### src/rtl/retire_stage_if.sv
// Retire-port and store-bus bundle between the ROB/memory side (master) and
// retire_stage (slave).
interface retire_stage_if #(
  parameter int WAYS      = 2,
  parameter int PREG_BITS = 6,
  parameter int AREG_BITS = 5,
  parameter int XLEN      = 32
);
  // Handshakes: ret_valid carries no ready, because the retire stage accepts
  // every lane it is offered in the cycle it is offered. mem_req/mem_gnt is
  // valid/ready: mem_addr/mem_data hold stable while mem_req is high, and a
  // store transfers on any cycle where mem_req and mem_gnt are both high.
  logic [WAYS-1:0]           ret_valid;
  logic [WAYS*PREG_BITS-1:0] ret_t_idx;
  logic [WAYS*PREG_BITS-1:0] ret_told_idx;
  logic [WAYS*AREG_BITS-1:0] ret_ar_idx;
  logic [WAYS-1:0]           ret_halt;
  logic [WAYS-1:0]           ret_mispredict;
  logic [WAYS*XLEN-1:0]      ret_target_pc;
  logic [WAYS-1:0]           ret_wr_mem;
  logic [WAYS*XLEN-1:0]      ret_mem_addr;
  logic [WAYS*XLEN-1:0]      ret_mem_data;
  logic                      mem_gnt;
  logic                      mem_req;
  logic [XLEN-1:0]           mem_addr;
  logic [XLEN-1:0]           mem_data;

  modport master (
    output ret_valid, ret_t_idx, ret_told_idx, ret_ar_idx, ret_halt,
           ret_mispredict, ret_target_pc, ret_wr_mem, ret_mem_addr,
           ret_mem_data, mem_gnt,
    input  mem_req, mem_addr, mem_data
  );

  modport slave (
    input  ret_valid, ret_t_idx, ret_told_idx, ret_ar_idx, ret_halt,
           ret_mispredict, ret_target_pc, ret_wr_mem, ret_mem_addr,
           ret_mem_data, mem_gnt,
    output mem_req, mem_addr, mem_data
  );
endinterface

### src/rtl/retire_stage.sv
// Retire stage: arch-map commit, free-list return, mispredict flush, retired
// store FIFO and halt sequencing. Define RETIRE_STATS_EN for retire counters.
module retire_stage #(
  parameter int WAYS      = 2,
  parameter int PREG_BITS = 6,
  parameter int AREG_BITS = 5,
  parameter int XLEN      = 32,
  parameter int SQ_DEPTH  = 4
) (
  input  logic                      clock,
  input  logic                      reset,
  retire_stage_if.slave             bus,
  output logic [WAYS-1:0]           arch_wr_en,
  output logic [WAYS*AREG_BITS-1:0] arch_ar_idx,
  output logic [WAYS*PREG_BITS-1:0] arch_t_idx,
  output logic [WAYS-1:0]           free_en,
  output logic [WAYS*PREG_BITS-1:0] free_idx,
  output logic                      flush,
  output logic [XLEN-1:0]           flush_pc,
  output logic                      sq_almost_full,
  output logic                      sq_overflow,
  output logic                      halted,
  output logic [1:0]                dbg_state
`ifdef RETIRE_STATS_EN
  ,
  output logic [63:0]               stat_retired,
  output logic [31:0]               stat_flushes
`endif
);

  localparam int PTR_W = (SQ_DEPTH > 1) ? $clog2(SQ_DEPTH) : 1;
  localparam int CNT_W = PTR_W + 1;
  localparam int RET_W = $clog2(WAYS + 1);

  typedef enum logic [1:0] {
    RUN        = 2'd0,
    HALT_DRAIN = 2'd1,
    HALTED     = 2'd2
  } state_e;

  state_e                    state_q;
  logic                      halted_q;
  logic [WAYS-1:0]           arch_wr_en_q, arch_wr_en_d;
  logic [WAYS*AREG_BITS-1:0] arch_ar_idx_q, arch_ar_idx_d;
  logic [WAYS*PREG_BITS-1:0] arch_t_idx_q, arch_t_idx_d;
  logic [WAYS-1:0]           free_en_q, free_en_d;
  logic [WAYS*PREG_BITS-1:0] free_idx_q, free_idx_d;
  logic                      flush_q, flush_d;
  logic [XLEN-1:0]           flush_pc_q, flush_pc_d;
  logic                      sq_overflow_q, sq_overflow_d;

  logic [XLEN-1:0]           sq_addr_q [SQ_DEPTH];
  logic [XLEN-1:0]           sq_data_q [SQ_DEPTH];
  logic [PTR_W-1:0]          wr_ptr_q, wr_ptr_d;
  logic [PTR_W-1:0]          rd_ptr_q, rd_ptr_d;
  logic [CNT_W-1:0]          count_q, count_d;

  logic                      deq;
  logic [CNT_W-1:0]          cnt_after_deq;
  logic [CNT_W-1:0]          n_enq;
  logic [RET_W-1:0]          n_ret;
  logic [WAYS-1:0]           enq_en;
  logic [PTR_W-1:0]          enq_slot [WAYS];
  logic                      halt_seen;
  logic                      stop;

  always_comb begin
    arch_wr_en_d  = '0;
    arch_ar_idx_d = '0;
    arch_t_idx_d  = '0;
    free_en_d     = '0;
    free_idx_d    = '0;
    flush_d       = 1'b0;
    flush_pc_d    = flush_pc_q;
    sq_overflow_d = sq_overflow_q;
    enq_en        = '0;
    n_enq         = '0;
    n_ret         = '0;
    halt_seen     = 1'b0;
    stop          = 1'b0;
    for (int i = 0; i < WAYS; i++) enq_slot[i] = '0;

    // The dequeue is counted before any enqueue so a same-cycle store can
    // reuse the slot the memory just drained.
    deq           = (count_q != '0) && bus.mem_gnt;
    cnt_after_deq = count_q - CNT_W'(deq);

    for (int i = 0; i < WAYS; i++) begin
      if (bus.ret_valid[i] && (state_q == RUN) && !stop) begin
        n_ret = n_ret + RET_W'(1);
        if (bus.ret_ar_idx[i*AREG_BITS +: AREG_BITS] != '0) begin
          arch_wr_en_d[i]                         = 1'b1;
          arch_ar_idx_d[i*AREG_BITS +: AREG_BITS] = bus.ret_ar_idx[i*AREG_BITS +: AREG_BITS];
          arch_t_idx_d[i*PREG_BITS +: PREG_BITS]  = bus.ret_t_idx[i*PREG_BITS +: PREG_BITS];
          free_en_d[i]                            = 1'b1;
          free_idx_d[i*PREG_BITS +: PREG_BITS]    = bus.ret_told_idx[i*PREG_BITS +: PREG_BITS];
        end
        if (bus.ret_wr_mem[i]) begin
          if ((cnt_after_deq + n_enq) < CNT_W'(SQ_DEPTH)) begin
            enq_en[i]   = 1'b1;
            enq_slot[i] = wr_ptr_q + PTR_W'(n_enq);
            n_enq       = n_enq + CNT_W'(1);
          end else begin
            sq_overflow_d = 1'b1;
          end
        end
        // Anything younger than a redirect or halt in the same group is dead.
        if (bus.ret_mispredict[i]) begin
          flush_d    = 1'b1;
          flush_pc_d = bus.ret_target_pc[i*XLEN +: XLEN];
          stop       = 1'b1;
        end
        if (bus.ret_halt[i]) begin
          halt_seen = 1'b1;
          stop      = 1'b1;
        end
      end
    end

    count_d  = cnt_after_deq + n_enq;
    wr_ptr_d = wr_ptr_q + PTR_W'(n_enq);
    rd_ptr_d = rd_ptr_q + PTR_W'(deq);
  end

  always_ff @(posedge clock) begin
    if (reset) begin
      state_q       <= RUN;
      halted_q      <= 1'b0;
      arch_wr_en_q  <= '0;
      arch_ar_idx_q <= '0;
      arch_t_idx_q  <= '0;
      free_en_q     <= '0;
      free_idx_q    <= '0;
      flush_q       <= 1'b0;
      flush_pc_q    <= '0;
      sq_overflow_q <= 1'b0;
      wr_ptr_q      <= '0;
      rd_ptr_q      <= '0;
      count_q       <= '0;
    end else begin
      arch_wr_en_q  <= arch_wr_en_d;
      arch_ar_idx_q <= arch_ar_idx_d;
      arch_t_idx_q  <= arch_t_idx_d;
      free_en_q     <= free_en_d;
      free_idx_q    <= free_idx_d;
      flush_q       <= flush_d;
      flush_pc_q    <= flush_pc_d;
      sq_overflow_q <= sq_overflow_d;
      wr_ptr_q      <= wr_ptr_d;
      rd_ptr_q      <= rd_ptr_d;
      count_q       <= count_d;
      // No enqueues happen outside RUN, so count_d == 0 means the last
      // store has been granted and nothing remains outstanding.
      case (state_q)
        RUN: begin
          if (halt_seen) state_q <= HALT_DRAIN;
        end
        HALT_DRAIN: begin
          if (count_d == '0) begin
            state_q  <= HALTED;
            halted_q <= 1'b1;
          end
        end
        HALTED: begin
          halted_q <= 1'b1;
        end
        default: begin
          state_q <= RUN;
        end
      endcase
    end
  end

  always_ff @(posedge clock) begin
    for (int i = 0; i < WAYS; i++) begin
      if (enq_en[i]) begin
        sq_addr_q[enq_slot[i]] <= bus.ret_mem_addr[i*XLEN +: XLEN];
        sq_data_q[enq_slot[i]] <= bus.ret_mem_data[i*XLEN +: XLEN];
      end
    end
  end

`ifdef RETIRE_STATS_EN
  logic [63:0] stat_retired_q;
  logic [31:0] stat_flushes_q;

  always_ff @(posedge clock) begin
    if (reset) begin
      stat_retired_q <= '0;
      stat_flushes_q <= '0;
    end else begin
      stat_retired_q <= stat_retired_q + 64'(n_ret);
      stat_flushes_q <= stat_flushes_q + 32'(flush_d);
    end
  end

  assign stat_retired = stat_retired_q;
  assign stat_flushes = stat_flushes_q;
`endif

  assign bus.mem_req     = (count_q != '0);
  assign bus.mem_addr    = bus.mem_req ? sq_addr_q[rd_ptr_q] : '0;
  assign bus.mem_data    = bus.mem_req ? sq_data_q[rd_ptr_q] : '0;
  assign sq_almost_full  = (CNT_W'(SQ_DEPTH) - count_q) < CNT_W'(WAYS);
  assign sq_overflow     = sq_overflow_q;
  assign arch_wr_en      = arch_wr_en_q;
  assign arch_ar_idx     = arch_ar_idx_q;
  assign arch_t_idx      = arch_t_idx_q;
  assign free_en         = free_en_q;
  assign free_idx        = free_idx_q;
  assign flush           = flush_q;
  assign flush_pc        = flush_pc_q;
  assign halted          = halted_q;
  assign dbg_state       = state_q;

endmodule

### src/flat_wrapper.sv
// flat-port wrapper written by rule: the top's interface ports become plain ports
module retire_stage_flat 
#(
  parameter int WAYS      = 2,
  parameter int PREG_BITS = 6,
  parameter int AREG_BITS = 5,
  parameter int XLEN      = 32,
  parameter int SQ_DEPTH  = 4
)
  (clock, reset, arch_wr_en, arch_ar_idx, arch_t_idx, free_en, free_idx, flush, flush_pc, sq_almost_full, sq_overflow, halted, dbg_state, bus_ret_valid, bus_ret_t_idx, bus_ret_told_idx, bus_ret_ar_idx, bus_ret_halt, bus_ret_mispredict, bus_ret_target_pc, bus_ret_wr_mem, bus_ret_mem_addr, bus_ret_mem_data, bus_mem_gnt, bus_mem_req, bus_mem_addr, bus_mem_data);
  retire_stage_if #(.WAYS(WAYS), .PREG_BITS(PREG_BITS), .AREG_BITS(AREG_BITS), .XLEN(XLEN)) bus_i ();
  input  logic clock;
  input  logic reset;
  output logic [WAYS-1:0] arch_wr_en;
  output logic [WAYS*AREG_BITS-1:0] arch_ar_idx;
  output logic [WAYS*PREG_BITS-1:0] arch_t_idx;
  output logic [WAYS-1:0] free_en;
  output logic [WAYS*PREG_BITS-1:0] free_idx;
  output logic flush;
  output logic [XLEN-1:0] flush_pc;
  output logic sq_almost_full;
  output logic sq_overflow;
  output logic halted;
  output logic [1:0] dbg_state;
  input wire logic [$bits(bus_i.ret_valid)-1:0] bus_ret_valid;
  input wire logic [$bits(bus_i.ret_t_idx)-1:0] bus_ret_t_idx;
  input wire logic [$bits(bus_i.ret_told_idx)-1:0] bus_ret_told_idx;
  input wire logic [$bits(bus_i.ret_ar_idx)-1:0] bus_ret_ar_idx;
  input wire logic [$bits(bus_i.ret_halt)-1:0] bus_ret_halt;
  input wire logic [$bits(bus_i.ret_mispredict)-1:0] bus_ret_mispredict;
  input wire logic [$bits(bus_i.ret_target_pc)-1:0] bus_ret_target_pc;
  input wire logic [$bits(bus_i.ret_wr_mem)-1:0] bus_ret_wr_mem;
  input wire logic [$bits(bus_i.ret_mem_addr)-1:0] bus_ret_mem_addr;
  input wire logic [$bits(bus_i.ret_mem_data)-1:0] bus_ret_mem_data;
  input wire logic [$bits(bus_i.mem_gnt)-1:0] bus_mem_gnt;
  output wire logic [$bits(bus_i.mem_req)-1:0] bus_mem_req;
  output wire logic [$bits(bus_i.mem_addr)-1:0] bus_mem_addr;
  output wire logic [$bits(bus_i.mem_data)-1:0] bus_mem_data;
  assign bus_i.ret_valid = bus_ret_valid;
  assign bus_i.ret_t_idx = bus_ret_t_idx;
  assign bus_i.ret_told_idx = bus_ret_told_idx;
  assign bus_i.ret_ar_idx = bus_ret_ar_idx;
  assign bus_i.ret_halt = bus_ret_halt;
  assign bus_i.ret_mispredict = bus_ret_mispredict;
  assign bus_i.ret_target_pc = bus_ret_target_pc;
  assign bus_i.ret_wr_mem = bus_ret_wr_mem;
  assign bus_i.ret_mem_addr = bus_ret_mem_addr;
  assign bus_i.ret_mem_data = bus_ret_mem_data;
  assign bus_i.mem_gnt = bus_mem_gnt;
  assign bus_mem_req = bus_i.mem_req;
  assign bus_mem_addr = bus_i.mem_addr;
  assign bus_mem_data = bus_i.mem_data;
  retire_stage #(.WAYS(WAYS), .PREG_BITS(PREG_BITS), .AREG_BITS(AREG_BITS), .XLEN(XLEN), .SQ_DEPTH(SQ_DEPTH)) u_core (.clock(clock), .reset(reset), .bus(bus_i), .arch_wr_en(arch_wr_en), .arch_ar_idx(arch_ar_idx), .arch_t_idx(arch_t_idx), .free_en(free_en), .free_idx(free_idx), .flush(flush), .flush_pc(flush_pc), .sq_almost_full(sq_almost_full), .sq_overflow(sq_overflow), .halted(halted), .dbg_state(dbg_state));
endmodule
### config.mk
export PLATFORM = sky130hd
export DESIGN_NAME = retire_stage_flat
export DESIGN_NICKNAME = d
export VERILOG_FILES = /design/src/rtl/retire_stage_if.sv /design/src/rtl/retire_stage.sv /design/src/flat_wrapper.sv
export SDC_FILE = /design/constraint.sdc
export NUM_CORES = 1
export LEC_CHECK = 0
export ABC_AREA = 1
export CORE_MARGIN = 2
export CORE_UTILIZATION = 35
export DETAILED_ROUTE_END_ITERATION = 12
export GPL_TIMING_DRIVEN = 0
export PLACE_DENSITY = 0.63
export SYNTH_ARGS = -nofsm -noshare
export SYNTH_HDL_FRONTEND = slang
export SYNTH_SLANG_ARGS = --single-unit
### constraint.sdc
create_clock -name clock -period 10.5 [get_ports clock]
set_input_delay 2.1 -clock clock [delete_from_list [all_inputs] [get_ports clock]]
set_output_delay 2.1 -clock clock [all_outputs]
set_load 0.05 [all_outputs]
---- Word-level counts from Yosys, hierarchy flattened ----
Memories as Yosys holds them, arrays and structs flattened. A register that Yosys moved wholly into a read port is not among the register bits.
Index checks and enable logic that the tools add are counted.
Widths: inputs -> output; s select.
cells by class
  add/subtract/negate cells ............... 8
  $lt $le $gt $ge ......................... 3
  equality and inequality tests ........... 4
  muxes and demuxes ....................... 53
  bitwise gates (word level) .............. 5
  reductions and logical operators ........ 17
operator list
  cell                 number
  $mux 32              6
  $mux 1               30
  $mux 2               10
  $mux 3               5
  $reduce_bool 5->1    2
  $add 3x3->3          2
  $lt 3x3->1 const B   2
  $pmux 2 s3           1
  $reduce_or 3->1      2
  $not 1->1            5
  $add 2x2->2          2
  $logic_and 1x1->1    4
  $ne 2x1->1 const B   2
  $reduce_or 2->1      2
  $add 3x1->3 const B  1
  $logic_not 3->1      1
  $lt 3x2->1 const B   1
  $reduce_and 3->1     1
  $reduce_bool 3->1    1
  $sub 3x1->3          1
  $sub 3x3->3 const A  1
  $add 2x1->2          1
  $eq 2x1->1 const B   1
  $eq 2x2->1 const B   1
  other kinds (5)      5
storage, ports and cells
  flip-flop bits (word level) ............. 80
  RAM bits ................................ 256
  bits of input ports ..................... 237
  output and inout bits ................... 141
  logic and storage cells ................. 108
  memories ................................ 2
memories
  name              depth  bits a word  rd ports  clocked after Yosys merged registers in  wr ports  line                RTL
  u_core.sq_addr_q  4      32           1         1                                        2         retire_stage.sv:52  logic [XLEN-1:0] sq_addr_q [SQ_DEPTH];
  u_core.sq_data_q  4      32           1         1                                        2         retire_stage.sv:53  logic [XLEN-1:0] sq_data_q [SQ_DEPTH];

---- Longest topological paths before layout ----
Gate-level depths: netlist of the first run.
  depth in word-level cells ............... 16
  depth in mapped cells ................... 25

---- Worst setup path before layout of the first run ----
Ideal clock, no wire load.
  path type ............................... input to register
  start ................................... input bus_mem_gnt
  end ..................................... memory u_core.sq_addr_q[0][0], enable pin
  arrival time ............................ 7.643 ns
  slack ................................... 2.282 ns
  stages .................................. 10
  buffers on the path ..................... 0
  cells stage by stage .................... inv_1 nor2_1 ha_1 ha_1 inv_1 nand2_1 nand2_1 nand3_1 or2_2 o21ai_0
RTL lines
  what             line                RTL
  start, declared  flat_wrapper.sv:35  input wire logic [$bits(bus_i.mem_gnt)-1:0] bus_mem_gnt;
  end, declared    retire_stage.sv:52

==> results.json, run 1 <==
{
  "crit_path_end_kind": "output pin",
  "grt_pass1_wl_um": 99200,
  "yosys_warnings": 0,
  "start_util_pct": 35.5,
  "rsz0062_at_grt": "no",
  "synth-edff-count": 256,
  "endpoint": "bus_mem_addr[30]",
  "synth-seq-cells": 336,
  "worstPathArrival_ns": 3.83,
  "die_h_um": 227,
  "hold_buffers": 0,
  "insertion_delay_ns": 0.57,
  "stdcell_count": 3341,
  "worstSetupPathType": "flop to output pin",
  "worst_pin_slew_ns": 0.979,
  "hold_viol": 0,
  "clock_skew_ns": 0.0224,
  "port_buffers": 377,
  "synth_xor_area_share_pct": 0.151,
  "critPathRequiredTime_ns": 8.40,
  "layout_min_cycle_time_ns": 5.93,
  "cts_sinks": 336,
  "total_power_mw": 6.21,
  "synth_cell_types": 26,
  "drtAntennaViolNets": 0,
  "synth-adder-area-share_pct": 0.763,
  "cts_tree": "yes",
  "final_cell_mix": "nand2_1, clkdlybuf4s50_1, nor2_1",
  "syn_inst": 2219,
  "syn_area_per_cell_um2": 7.83,
  "setup_viol": 0,
  "r2r_cells": 22,
  "numCtsBuffers": 40,
  "grt-ovfl-total": 0,
  "multiInputGateArea_mm2": 0.00646,
  "clock_tree.buffer_depth": 3,
  "fmax_mhz": 169,
  "place.gp.congestion": 0.870,
  "place_area_mm2": 0.0223,
  "relSlewSlack_pct": 34.7,
  "slew_viol_final": 0,
  "synth-compound-area-share_pct": 7.67,
  "seqCellArea_mm2": 0.00929,
  "routed_via_density": 5.15,
  "r2r-start": "u_core.count_q[0]",
  "p_leak_nw": 10.3,
  "vias": 17200,
  "post-dp-hpwl_um": 47800,
  "cap_violations": 0,
  "antenna_found_initial": 5,
  "dr.first_iter.drc_count": 1570,
  "htree_levels": 2,
  "synth_ff_type": "edfxtp_1",
  "final_common_cell": "nand2_1",
  "grt_max_degree": 24,
  "rows": 81,
  "async_flop_share_pct": 0,
  "cts-resized-gates": 0,
  "die_area_mm2": 0.0515,
  "routedWlPerCell_um": 20.0,
  "dpl.cell_count": 3271,
  "drtPass1Iterations": 6,
  "postCtsSetupBuffers": 0,
  "timing.final.crit_share_pct": 56.5,
  "clk_pin_slew_ns": 0.06,
  "grt_pass1_vias": 17100,
  "cp-start-kind": "flop",
  "whs_ns": 0.454,
  "fill_cells": 4720,
  "hold_class": "flop to flop",
  "cp_max_fo": 10,
  "yosysSeqAreaShare_pct": 53.4,
  "drc": 0,
  "synth-simple-area-share_pct": 28.3,
  "grt.total_usage_pct": 25.7,
  "core_area_mm2": 0.0490,
  "synthMuxAreaShare_pct": 0,
  "worst-r2r-setup-slack_ns": 5.65,
  "drive_gt1_share_pct": 4.93,
  "synth_top_family_by_area": "simple AND/OR/NAND/NOR gates",
  "fin_nets": 2896,
  "status": "finished, final reports clean",
  "num_io_pins": 378,
  "power_density_mw_per_mm2": 264,
  "synth_nets": 2466,
  "peakVddDrop_v": 0.000108,
  "cts_root_buf": "clkbuf_16",
  "syn-cell-area_mm2": 0.0174,
  "area_growth_pct": 35.3,
  "rr_endpoint": "u_core.sq_data_q[2][17]",
  "startpoint": "u_core.rd_ptr_q[0]",
  "wl_um": 66800,
  "stdcell_area_mm2": 0.0235,
  "dieWidth_um": 227
}
[where the power goes]
group	switching [mW]	internal, mW	total (mW)
sequential	0.0683	1.70	1.77
clock	0.568	0.758	1.33
combinational	2.27	0.852	3.12
[registers in the layout (all words and copies together), names as in the netlist]
register            flops
u_core.arch_ar_idx     10
u_core.free_idx        12
u_core.arch_t_idx      12
u_core.flush_pc        32
u_core.rd_ptr_q         2
u_core.sq_addr_q      128
u_core.flush            1
u_core.halted           1
u_core.wr_ptr_q         2
u_core.arch_wr_en       2
u_core.count_q          3
u_core.sq_overflow      1
u_core.dbg_state        2
u_core.sq_data_q      128
[metrics by stage]
stage                     util [%]  setup slack, ns  setup TNS, ns
final                         48.0             4.57              0
after global routing          48.0             4.37              0
after CTS                     48.0             4.49              0
after detailed placement      45.6             4.45              0
after global placement        44.9            -2.24        -549.99
after floorplan                  -             2.28              0
[cell families after synthesis]
kind of cell	after synthesis
flip-flops	336
AO/OA/AOI/OAI	266
AND/OR/NAND/NOR	1185
XOR/XNOR	3
adder cells (fa/ha/maj)	10
buffers and inverters	419
[synthesized netlist by cell type, types with 2 or more instances]
cell	instances	area share, %
nand2_1	575	12
nor2_1	370	8.0
edfxtp_1	256	44
inv_1	256	5.5
o21ai_0	174	5.0
nand4_1	130	4.7
nand3_1	105	3.0
dfxtp_1	80	9.2
clkbuf_1	77	1.7
a21oi_1	67	1.9
buf_2	52	1.5
o21ai_1	24	0.69
buf_1	22	0.48
buf_4	9	0.39
ha_1	9	0.65
nor3_1	2	0.058
xnor2_1	2	0.10
[worst min-delay path by stage]
stage,cells after the start,from,slack [ns],end
after global routing,2,u_core.halted,0.48,u_core.halted
final,2,u_core.halted,0.45,u_core.halted
after floorplan,3,u_core.rd_ptr_q[0],0.59,u_core.rd_ptr_q[0]
after global placement,2,u_core.halted,0.44,u_core.halted
after CTS,2,u_core.halted,0.46,u_core.halted
after detailed placement,2,u_core.halted,0.45,u_core.halted
[worst max-delay path: stages, from the launching register on]
cell,delay [ns]
dfxtp_1,0.40
clkbuf_1,0.61
clkbuf_1,0.59
nor2_1,0.08
nor2_1,0.09
o21ai_0,0.10
a21oi_1,0.47
clkdlybuf4s50_1,0.94
[routing by layer]
metal  vias up  GRT usage (%)  wire, µm
met5         -              0        38
met4         6           10.5      2430
met3       163           5.82      6660
met2       957           44.2     32500
met1      7991           31.0     25200
li1       8085              -         -
[area by class of cell]
class,instances,share of cell area (%)
antenna,2,0.0213
buffer,161,3.02
clock buffer,54,4.69
clock inverter,14,0.431
inverter,258,4.12
multi-input combinational,1464,27.5
sequential,336,39.5
tap,664,3.53
timing repair buffer,388,17.2
Power figures use the tool's default switching activity.
==> run 2, diff against run 1 <==
- clock period: 10.5 -> 6.1 ns (I/O delays scaled with it)
==> run 2 against run 1 <==
  * Sequential cell count unchanged
  * Via count increased by 0.38%
  * Sequential power increased by 72%
  * Power increased by 73%
  * Die area unchanged
  * Clock-buffer cell count increased by 1
  * Worst setup slack got worse by 3.5 ns
  * Register-to-register slack got worse by 4.3 ns
  * Clock power increased by 75%
  * Critical path depth unchanged
  * Final cell count increased by 0.15%
  * Critical path type unchanged
==> results.json, run 2 (synthesized netlist as in run 1, its figures left out) <==
{
  "status": "finished, final reports clean",
  "worst_pin_slew_ns": 1.02,
  "clock_skew_ns": 0.0102,
  "fmax_mhz": 200,
  "core_area_mm2": 0.0490,
  "die_area_mm2": 0.0515,
  "postCtsSetupBuffers": 0,
  "wl_um": 66900,
  "setup_viol": 0,
  "hold_buffers": 0,
  "place.gp.congestion": 0.868,
  "crit_path_end_kind": "output pin",
  "p_leak_nw": 10.3,
  "start_util_pct": 35.5,
  "slowest_delay_ns": 0.92,
  "clock_tree.buffer_depth": 3,
  "post-dp-hpwl_um": 47500,
  "cp_slowest_cell": "clkdlybuf4s50_1",
  "rows": 81,
  "clk_pin_slew_ns": 0.06,
  "numCtsBuffers": 40,
  "hold_class": "flop to flop",
  "layout_min_cycle_time_ns": 5.01,
  "peakVddDrop_v": 0.000255,
  "dieWidth_um": 227,
  "seqCellArea_mm2": 0.00929,
  "antenna_found_initial": 6,
  "drc": 0,
  "hold_viol": 0,
  "fin_nets": 2895,
  "cap_violations": 0,
  "cts_sinks": 336,
  "routed_via_density": 5.16,
  "grt_pass1_wl_um": 98700,
  "cp_max_fo": 10,
  "insertion_delay_ns": 0.56,
  "cts_root_buf": "clkbuf_16",
  "grt_max_degree": 25,
  "worstSetupPathType": "flop to output pin",
  "fin_ws_ns": 1.09,
  "multiInputGateArea_mm2": 0.00646,
  "slew_viol_final": 0,
  "htree_levels": 2,
  "crit_top_cell": "nor2_1",
  "final_common_cell": "nand2_1",
  "cts-resized-gates": 0,
  "cp-start-kind": "flop",
  "worstPathArrival_ns": 3.79,
  "routedWlPerCell_um": 20.0,
  "power_density_mw_per_mm2": 458,
  "grt-ovfl-total": 0,
  "path_cells": "clkbuf_1 > buf_1 > nor2_1 > nor2_1 > o21ai_1 > a21oi_1 > clkdlybuf4s50_1",
  "cts_tree": "yes",
  "whs_ns": 0.450,
  "vias": 17300,
  "place_worst_setup_slack_ns": 0.901,
  "grt_pass1_vias": 16900,
  "timing.final.crit_share_pct": 82.1,
  "die_h_um": 227,
  "port_buffers": 377,
  "grt.total_usage_pct": 25.6,
  "drtAntennaViolNets": 0,
  "fill_cells": 4715,
  "final_cell_mix": "nand2_1, clkdlybuf4s50_1, nor2_1",
  "drive_gt1_share_pct": 5.04,
  "rsz0062_at_grt": "no",
  "final_util_pct": 48.0,
  "drtPass1Iterations": 9,
  "critPathRequiredTime_ns": 4.88,
  "area_growth_pct": 35.3,
  "dr.first_iter.drc_count": 1541,
  "relSlewSlack_pct": 31.9,
  "num_io_pins": 378
}
==> run 2: through the flow <==
stage                     total power, mW  area [µm²]  cells   TNS, ns
after floorplan                      6.30       17400   2219   -158.42
after global placement               8.37       22000   3260  -1028.19
after detailed placement             8.42       22300   3270         0
after CTS                            10.8       23500   3341         0
after global routing                 11.2       23500   3345         0
final                                10.8       23500   3346         0
==> run 2: layer usage <==
metal  share of wire, %  GRT usage, %  vias up  routed length (µm)
li1                   -             -     8075                   -
met1                 38          30.7     8059               25200
met2                 48          44.1      971               32400
met3                 10          5.74      160                6680
met4                3.9          11.0        2                2630
met5              0.024             0        -                  16
==> run 2: final cells by class <==
class                           count  area share (%)
Antenna cell                        5          0.0532
Buffer                            161            3.02
Clock buffer                       55            4.75
Clock inverter                     16           0.516
Inverter                          258            4.12
Multi-Input combinational cell   1464            27.5
Sequential cell                   336            39.5
Tap cell                          664            3.53
Timing Repair Buffer              387            17.1
==> run 2: path summary, 6_finish.rpt <==
| path | cells past startpoint | from | slack, ns | to |
|---|---|---|---|---|
| max | 7 | u_core.rd_ptr_q[0] | 1.09 | bus_mem_addr[24] |
| max reg2reg | 21 | u_core.count_q[0] | 1.32 | u_core.sq_data_q[0][20] |
| min reg2reg | 2 | u_core.halted | 0.45 | u_core.halted |
| min | 2 | u_core.halted | 0.45 | u_core.halted |
==> run 2: power by group <==
| part | internal [mW] | switching, mW | total (mW) |
|---|---|---|---|
| logic | 1.47 | 3.93 | 5.39 |
| clock network | 1.36 | 0.976 | 2.33 |
| registers | 2.93 | 0.117 | 3.04 |
==> run 2: worst max-delay path, delay by kind of cell (launching register included) <==
family | cells | cell delay [ns]
buffers and inverters | 3 | 2.06
AOI/OAI and AO/OA | 2 | 0.59
DFF | 1 | 0.38
and+or+nand+nor | 2 | 0.21
